===== config.mk =====
export PLATFORM = sky130hd
export DESIGN_NAME = shift_pipe_stage_flat
export DESIGN_NICKNAME = d
export VERILOG_FILES = /design/src/rtl/shift_pkg.sv /design/src/rtl/shift_pipe_stage_if.sv /design/src/rtl/barrel_shifter64.sv /design/src/rtl/shift_pipe_stage.sv /design/src/flat_wrapper.sv
export SDC_FILE = /design/constraint.sdc
export NUM_CORES = 1
export LEC_CHECK = 0
export CAP_MARGIN = 5
export CORE_MARGIN = 3
export CORE_UTILIZATION = 45
export CTS_CLUSTER_SIZE = 10
export DETAILED_ROUTE_END_ITERATION = 6
export PLACE_DENSITY = 0.77
export SYNTH_ARGS = -nofsm -noshare
export SYNTH_HDL_FRONTEND = slang
export SYNTH_SLANG_ARGS = --single-unit

===== constraint.sdc =====
create_clock -name clk -period 5.3 [get_ports clk]
set_input_delay 0.795 -clock clk [delete_from_list [all_inputs] [get_ports clk]]
set_output_delay 0.795 -clock clk [all_outputs]
set_load 0.005 [all_outputs]

===== src/rtl/shift_pkg.sv =====
// Shared types and widths for the shift issue stage.
// The S0 payload struct is used by the stage and mirrored by the shifter ports.
package shift_pkg;

    localparam int DATA_W = 64;
    localparam int AMT_W  = 6;

    typedef enum logic [1:0] {
        SHIFT_LL = 2'b00,
        SHIFT_RL = 2'b01,
        SHIFT_LA = 2'b10,
        SHIFT_RA = 2'b11
    } shift_type_e;

    typedef struct packed {
        logic [DATA_W-1:0] data;
        logic [AMT_W-1:0]  amt;
        shift_type_e       op;
    } s0_t;

endpackage


===== src/rtl/shift_pipe_stage_if.sv =====
// Request/result handshake bundle for the shift issue stage.
// master drives requests and accepts results; slave is the stage itself.
interface shift_pipe_stage_if #(
    parameter int TAG_W = 4
);
    import shift_pkg::*;

    logic              in_valid;
    logic              in_ready;
    logic [DATA_W-1:0] in_data;
    logic [AMT_W-1:0]  in_amount;
    logic [1:0]        in_type;
    logic [TAG_W-1:0]  in_tag;
    logic              out_valid;
    logic              out_ready;
    logic [DATA_W-1:0] out_result;
    logic [TAG_W-1:0]  out_tag;
    logic              out_zero;
    logic              busy;

    modport master (
        output in_valid, in_data, in_amount, in_type, in_tag, out_ready,
        input  in_ready, out_valid, out_result, out_tag, out_zero, busy
    );

    modport slave (
        input  in_valid, in_data, in_amount, in_type, in_tag, out_ready,
        output in_ready, out_valid, out_result, out_tag, out_zero, busy
    );

endinterface


===== src/rtl/barrel_shifter64.sv =====
// Combinational 64-bit barrel shifter, one log stage per amount bit.
// Left arithmetic behaves as logical left; right arithmetic fills with bit 63.
module barrel_shifter64
    import shift_pkg::*;
(
    input  logic [DATA_W-1:0] i_data,
    input  logic [AMT_W-1:0]  i_amount,
    input  shift_type_e       i_type,
    output logic [DATA_W-1:0] o_result
);

    logic              w_left;
    logic              w_fill;
    logic [DATA_W-1:0] w_acc;

    assign w_left = (i_type == SHIFT_LL) || (i_type == SHIFT_LA);
    assign w_fill = (i_type == SHIFT_RA) && i_data[DATA_W-1];

    always_comb begin
        w_acc = i_data;
        for (int i = 0; i < AMT_W; i++) begin
            if (i_amount[i]) begin
                if (w_left) begin
                    w_acc = w_acc << (1 << i);
                end else begin
                    w_acc = (w_acc >> (1 << i))
                          | (w_fill ? ~({DATA_W{1'b1}} >> (1 << i))
                                    : {DATA_W{1'b0}});
                end
            end
        end
    end

    assign o_result = w_acc;

endmodule


===== src/rtl/shift_pipe_stage.sv =====
// Two-slot registered issue stage around the barrel shifter.
// S0 holds operands, S1 holds the result; ready ripples back combinationally.
module shift_pipe_stage
    import shift_pkg::*;
#(
    parameter int TAG_W = 4
) (
    input  logic                clk,
    input  logic                rst,
    shift_pipe_stage_if.slave   bus
);

    logic              w_s1_en;
    logic              w_in_ready;
    logic [DATA_W-1:0] w_shift;
    logic              w_zero;

    logic              r_v0;
    s0_t               r_s0;
    logic [TAG_W-1:0]  r_tag0;

    logic              r_v1;
    logic [DATA_W-1:0] r_res;
    logic [TAG_W-1:0]  r_tag1;
    logic              r_zero;

    assign w_s1_en    = !r_v1 || bus.out_ready;
    assign w_in_ready = !r_v0 || w_s1_en;

    barrel_shifter64 u_shifter (
        .i_data   (r_s0.data),
        .i_amount (r_s0.amt),
        .i_type   (r_s0.op),
        .o_result (w_shift)
    );

    assign w_zero = (w_shift == {DATA_W{1'b0}});

    always_ff @(posedge clk or posedge rst) begin
        if (rst) begin
            r_v0   <= 1'b0;
            r_s0   <= '0;
            r_tag0 <= '0;
        end else if (w_in_ready) begin
            r_v0 <= bus.in_valid;
            if (bus.in_valid) begin
                r_s0.data <= bus.in_data;
                r_s0.amt  <= bus.in_amount;
                r_s0.op   <= shift_type_e'(bus.in_type);
                r_tag0    <= bus.in_tag;
            end
        end
    end

    // Result slot only reloads when it is empty or being drained.
    always_ff @(posedge clk or posedge rst) begin
        if (rst) begin
            r_v1   <= 1'b0;
            r_res  <= '0;
            r_tag1 <= '0;
            r_zero <= 1'b0;
        end else if (w_s1_en) begin
            r_v1 <= r_v0;
            if (r_v0) begin
                r_res  <= w_shift;
                r_tag1 <= r_tag0;
                r_zero <= w_zero;
            end
        end
    end

    assign bus.in_ready   = w_in_ready;
    assign bus.out_valid  = r_v1;
    assign bus.out_result = r_res;
    assign bus.out_tag    = r_tag1;
    assign bus.out_zero   = r_zero;
    assign bus.busy       = r_v0 || r_v1;

endmodule


===== src/flat_wrapper.sv =====
// flat-port wrapper written by rule: the top's interface ports become plain ports
module shift_pipe_stage_flat import shift_pkg::*;
#(
    parameter int TAG_W = 4
)
  (clk, rst, bus_in_valid, bus_in_data, bus_in_amount, bus_in_type, bus_in_tag, bus_out_ready, bus_in_ready, bus_out_valid, bus_out_result, bus_out_tag, bus_out_zero, bus_busy);
  shift_pipe_stage_if #(.TAG_W(TAG_W)) bus_i ();
  input  logic clk;
  input  logic rst;
  input wire logic [$bits(bus_i.in_valid)-1:0] bus_in_valid;
  input wire logic [$bits(bus_i.in_data)-1:0] bus_in_data;
  input wire logic [$bits(bus_i.in_amount)-1:0] bus_in_amount;
  input wire logic [$bits(bus_i.in_type)-1:0] bus_in_type;
  input wire logic [$bits(bus_i.in_tag)-1:0] bus_in_tag;
  input wire logic [$bits(bus_i.out_ready)-1:0] bus_out_ready;
  output wire logic [$bits(bus_i.in_ready)-1:0] bus_in_ready;
  output wire logic [$bits(bus_i.out_valid)-1:0] bus_out_valid;
  output wire logic [$bits(bus_i.out_result)-1:0] bus_out_result;
  output wire logic [$bits(bus_i.out_tag)-1:0] bus_out_tag;
  output wire logic [$bits(bus_i.out_zero)-1:0] bus_out_zero;
  output wire logic [$bits(bus_i.busy)-1:0] bus_busy;
  assign bus_i.in_valid = bus_in_valid;
  assign bus_i.in_data = bus_in_data;
  assign bus_i.in_amount = bus_in_amount;
  assign bus_i.in_type = bus_in_type;
  assign bus_i.in_tag = bus_in_tag;
  assign bus_i.out_ready = bus_out_ready;
  assign bus_in_ready = bus_i.in_ready;
  assign bus_out_valid = bus_i.out_valid;
  assign bus_out_result = bus_i.out_result;
  assign bus_out_tag = bus_i.out_tag;
  assign bus_out_zero = bus_i.out_zero;
  assign bus_busy = bus_i.busy;
  shift_pipe_stage #(.TAG_W(TAG_W)) u_core (.clk(clk), .rst(rst), .bus(bus_i));
endmodule

### Yosys cells after proc, flatten, opt, wreduce, memory -nomap -nowiden

Index checks and enable logic that the tools add are counted.
Widths: inputs -> output; s select.

* equal/unequal tests: 2
* mux-type cells: 18
* bitwise gates (word level): 6
* reductions and logical operators: 11

Operators by type and width (count)
* $mux 64: 18
* $logic_not 64->1: 1
* $or 32x64->64: 1
* $or 48x64->64: 1
* $or 56x64->64: 1
* $or 60x64->64: 1
* $or 62x64->64: 1
* $or 63x64->64: 1
* $eq 2x2->1 const B: 2
* $logic_or 1x1->1: 4
* $reduce_and 2->1: 2
* $logic_not 1->1: 2
* $logic_not 2->1: 1
* $logic_and 1x1->1: 1

* register bits after elaboration: 147
* bits of input ports: 80
* word-level logic and storage cells: 46

### Logic depth before layout (Yosys ltp)

* depth after elaboration: 22
* depth in mapped cells: 17
* gate-level depth less buffers: 11

### Cells and area by module

Synthesis repeated with hierarchy kept, for this count alone.

* cell total of the unflattened synthesis: 1833
* area total of the unflattened synthesis: 16030.4 um^2

By module, submodules not included
* barrel_shifter64: instances 1, cells an instance 1496, area an instance 10188.5 um^2, seq. area each 0.0 um^2
* shift_pipe_stage: instances 1, cells an instance 337, area an instance 5841.9 um^2, seq. area each 3678.5 um^2

### Worst setup path before layout

No wires, ideal clock.

* path kind: reg-to-reg
* start: register u_core.r_s0[0] (netlist bit)
* end: register u_core.r_zero, in the netlist u_core.bus.out_zero
* setup time: 68 ps
* arrival time: 2953 ps
* data required time: 5232 ps
* path slack: 2279 ps
* cell stages (with the launch flop): 14
* period minus slack after synthesis: 3021 ps
* cell sequence: dfrtp_1 > buf_6 > buf_8 > buf_12 > buf_6 > and2_1 > a221o_1 > o31a_1 > a221oi_2 > a21oi_1 > o21a_1 > or4b_1 > nor4b_1 > a32o_1

* longest elaborated chain between the ends: 22
* elaborated cells between the ends (all ways): 30
* those cells by class: eq/ne (2); mux (18); bitwise (6); reduce/logical (4)

RTL lines
* start, declared: RTL line shift_pipe_stage.sv:19 `s0_t r_s0;`
* $eq 2x2->1: RTL line barrel_shifter64.sv:17 `assign w_fill = (i_type == SHIFT_RA) && i_data[DATA_W-1];`
* $logic_and 1x1->1: RTL line barrel_shifter64.sv:17
* $mux 64: RTL line barrel_shifter64.sv:27 `| (w_fill ? ~({DATA_W{1'b1}} >> (1 << i))`
* $or 63x64->64: RTL line barrel_shifter64.sv:27
* $mux 64: RTL line barrel_shifter64.sv:23 `if (w_left) begin`
* $mux 64: RTL line barrel_shifter64.sv:22 `if (i_amount[i]) begin`
* $or 62x64->64: RTL line barrel_shifter64.sv:27
* $mux 64: RTL line barrel_shifter64.sv:23
* (+6 left out)
* $mux 64: RTL line barrel_shifter64.sv:22
* $or 48x64->64: RTL line barrel_shifter64.sv:27
* $mux 64: RTL line barrel_shifter64.sv:23
* $mux 64: RTL line barrel_shifter64.sv:22
* $or 32x64->64: RTL line barrel_shifter64.sv:27
* $mux 64: RTL line barrel_shifter64.sv:23
* $mux 64 *: RTL line barrel_shifter64.sv:22
* $logic_not 64->1 *: RTL line shift_pipe_stage.sv:37 `assign w_zero = (w_shift == {DATA_W{1'b0}});`
* end signal, assigned: RTL line shift_pipe_stage.sv:67 `r_zero <= w_zero;`
* end, declared: RTL line shift_pipe_stage.sv:25 `logic r_zero;`

Mark *: on every way between the ends. The rest lies on a longest branch, timed or not.
A chain may end at the register's enable or synchronous reset.

### Worst setup path after layout

* start: register u_core.r_s0[2] (netlist bit)
* end: register u_core.r_zero, in the netlist u_core.bus.out_zero

* longest elaborated chain between the ends: 17

RTL lines (RTL line)
* $mux 64 *: barrel_shifter64.sv:22
* $or 62x64->64: barrel_shifter64.sv:27
* $mux 64: barrel_shifter64.sv:23
* $mux 64 *: barrel_shifter64.sv:22
* $or 60x64->64: barrel_shifter64.sv:27
* $mux 64: barrel_shifter64.sv:23
* $mux 64 *: barrel_shifter64.sv:22
* $or 56x64->64: barrel_shifter64.sv:27
* $mux 64: barrel_shifter64.sv:23
* $mux 64 *: barrel_shifter64.sv:22
* $or 48x64->64: barrel_shifter64.sv:27
* $mux 64: barrel_shifter64.sv:23
* $mux 64 *: barrel_shifter64.sv:22
* $or 32x64->64: barrel_shifter64.sv:27
* $mux 64: barrel_shifter64.sv:23
* $mux 64 *: barrel_shifter64.sv:22
* $logic_not 64->1 *: shift_pipe_stage.sv:37

Marks and branches as above.

==> reports/qor.csv <==
metric;value;unit
grt_pass1_wl;144000;µm
htreeDepth;4;
drtAntennaViolNets;0;
crit_chain;buf_12 > buf_12 > buf_4 > nor2_1 > a211oi_1 > nor2_1 > a2111oi_0 > buf_4 > nor4_1 > a31oi_1 > nor2_1 > and3_1 > nand4_1 > nor4_1 > a32o_1;
synth.cell_area;17400;µm²
core_area;37800;µm²
post_cts_resized;0;
path_buf_inv;4;
violations;design-rule violations, max-capacitance violations;
startpoint;u_core.r_s0[2];
drt_wl_total;101000;µm
diodes;0;
cts_hold_buf;0;
drv_cap;1;
drive_gt1_frac;0.176;
end_kind;register;
dr.pass1.iters;7;
cpMostUsedCell;nor2_1;
clockRootBuffer;clkbuf_16;
port_buffers;151;
syn_nets;2290;
clkTransAtPathRegs;0.07;ns
synth_edf_count;0;
intPower;4.14;mW
grt_antenna_before_repair;7;
fin_area;20300;µm²
critPathMaxFanout;57;
combPwrFrac;0.637;
dieArea;41000;µm²
drc;10;
status;complete, but fails checks;
timing.rr.end;u_core.bus.out_zero;
cts_sinks;147;
grt_max_degree;79;
nNetsFinal;2379;
vdd_ir_drop_max;0.325;mV
max_stage_delay;0.83;ns
switching_share;0.528;
final_hold_viol_count;0;
rows;71;
clkPwrFrac;0.151;
clockBufferDepth;2;
ys_seq_area_frac;0.212;
avgSynthCellArea;7.85;µm²
place_area;19600;µm²
vias;21100;
critPathRequiredTime;5.68;ns
tritoncts;done;
drtIter0Drc;3694;
crit_end;u_core.bus.out_zero;
overflow;0;
setup_viol;0;
synth.distinct_cells;103;
rsz0062_at_grt;false;
min_path_type;reg2reg;
synth-async-reset-ratio;1.00;
fin_crit;5.16;ns
hpwl;76700;µm
ys_warn_count;0;
die_w;202;µm
critPathKind;reg2reg;
grt_pass1_vias;20200;
cts_buffers;17;
synth-seq-cells;147;
slew-limit-headroom;0.0124;
slew_viol_final;0;
reg2reg_depth;15;
synth_cells;2210;
r2r-start;u_core.r_s0[2];
post-cts-setup-buffer-count;0;
power.leakage;8.07;nW
initial_utilization;0.459;
routed_via_density;7.48;
worstPathArrival;5.53;ns
dieHeight;202;µm
reg2reg_slack;0.14;ns
synthToLayoutAreaGrowth;16.7;%
worst_pin_slew;1.47;ns
clock_latency;0.50;ns
startpoint_type;register;
period_share;0.973;
critPathTopFamily;compound AO/OA/AOI/OAI gates;
netSwitchingPower;4.63;mW
track_usage;0.479;
crit_slowest_cell;dfrtp_4;
skew;0.0149;ns
n_fill_cell;3586;
io_pins;152;
powerDensity;433;nW/µm²
synthFlopType;dfrtp_1;
detail_route.wl_per_cell;35.7;µm
power.share.sequential;0.212;
fmaxAchievable;194;MHz
finish.utilization;0.535;
timing.setup.tns;0;ns
gp_congestion;1.17;
path_depth;15;
[sequential cells by signal (all words and copies together) (netlist names)]
name	flops
u_core.bus.out_zero	1
u_core.bus.out_tag	4
u_core.bus.out_result	64
u_core.r_v0	1
u_core.r_tag0	4
u_core.bus.out_valid	1
u_core.r_s0	72
[worst min path at each step]
stage                             to             start  slack [ns]  depth (start not counted)
2_1_floorplan  u_core.bus.out_tag[0]  u_core.r_tag0[0]        0.43                          2
3_3_place_gp   u_core.bus.out_tag[2]  u_core.r_tag0[2]        0.44                          2
3_5_place_dp   u_core.bus.out_tag[3]  u_core.r_tag0[3]        0.45                          2
4_1_cts        u_core.bus.out_tag[2]  u_core.r_tag0[2]        0.47                          2
5_1_grt        u_core.bus.out_tag[1]  u_core.r_tag0[1]        0.50                          2
6_report       u_core.bus.out_tag[2]  u_core.r_tag0[2]        0.47                          2
[power by group through the flow]
stage | sequential [mW] | combinational, mW | clock, mW
global route | 1.88 | 5.70 | 1.38
global placement | 1.82 | 5.24 | 0
detailed placement | 1.84 | 5.24 | 0
floorplan | 1.55 | 3.11 | 0
finish | 1.86 | 5.59 | 1.32
CTS | 1.82 | 5.27 | 1.33
[cell type report]
cell class | count | area [µm²] | area share
tap | 511 | 639 | 0.0316
inverter | 15 | 61.3 | 0.00303
sequential | 147 | 3690 | 0.182
timing repair buffer | 327 | 3020 | 0.149
multi-input combinational | 1791 | 12200 | 0.604
clock inverter | 15 | 184 | 0.00908
clock buffer | 17 | 425 | 0.0210
[logic make-up after synthesis]
kind of cell	Yosys count	synth area share
simple gates	715	0.183
flops	147	0.212
buf+inv	272	0.0846
mux	315	0.215
compound gates	761	0.306
[metrics by stage]
stage | hold WS [ns] | instances | power [mW] | setup WS [ns]
after floorplan | 0.433 | 2210 | 4.66 | 0.554
after CTS | 0.472 | 2823 | 8.42 | 0.361
after detailed placement | 0.455 | 2791 | 7.09 | 0.373
after global routing | 0.499 | 2823 | 8.95 | 0.0594
final | 0.465 | 2823 | 8.77 | 0.143
after global placement | 0.439 | 2791 | 7.06 | 0.488
[tightest hold or removal path, cell delays in order (launching register included)]
cell and delay [ns]:
dfrtp_1 0.34, nand2_1 0.05, nand2_1 0.05
[cells in the final DEF (no fill, tap or decap), types with 17 or more instances in the layout]
cell,instances
a221oi_1,21
dfrtp_1,142
o221ai_1,37
nand2_1,239
mux2i_1,178
o31ai_1,18
o21ai_0,151
clkbuf_16,17
nor3_1,68
o211ai_1,33
a31oi_1,25
clkdlybuf4s50_1,151
nand3_1,18
mux2_2,97
a21oi_1,133
and2_1,22
a211oi_1,92
nor2_1,254
mux4_2,34
o22ai_1,67
buf_4,161
nand2b_1,22
[synth_stat cells (all sizes together) (10+ instances only)]
library cell,n,share of area
a21oi,135,0.039
inv,13,0.0028
o21a,15,0.0065
o211a,10,0.0058
o21ai,158,0.046
nor3,69,0.020
o221ai,37,0.019
and2,25,0.0093
a2111oi,11,0.0067
a31oi,25,0.0090
o211ai,34,0.015
nor2,257,0.056
a221oi,24,0.013
o22ai,67,0.024
a22oi,14,0.0063
or2,17,0.0061
nor2b,11,0.0040
nor4,14,0.0058
mux4,34,0.044
dfrtp,147,0.21
mux2i,180,0.10
nand2,242,0.052
o32ai,17,0.012
a211oi,96,0.043
clkbuf,115,0.025
buf,142,0.057
nand2b,23,0.0083
nand3,18,0.0052
mux2,101,0.066
o31ai,18,0.0078
[layer usage]
layer / up-vias / wire (µm) / global-route usage
li1: 8529 / - / -
met1: 10100 / 37700 / 0.619
met2: 1977 / 40500 / 0.681
met3: 506 / 14700 / 0.184
met4: 12 / 7570 / 0.273
met5: - / 169 / 0.0190
No activity file was read; power rests on OpenSTA's default activity.
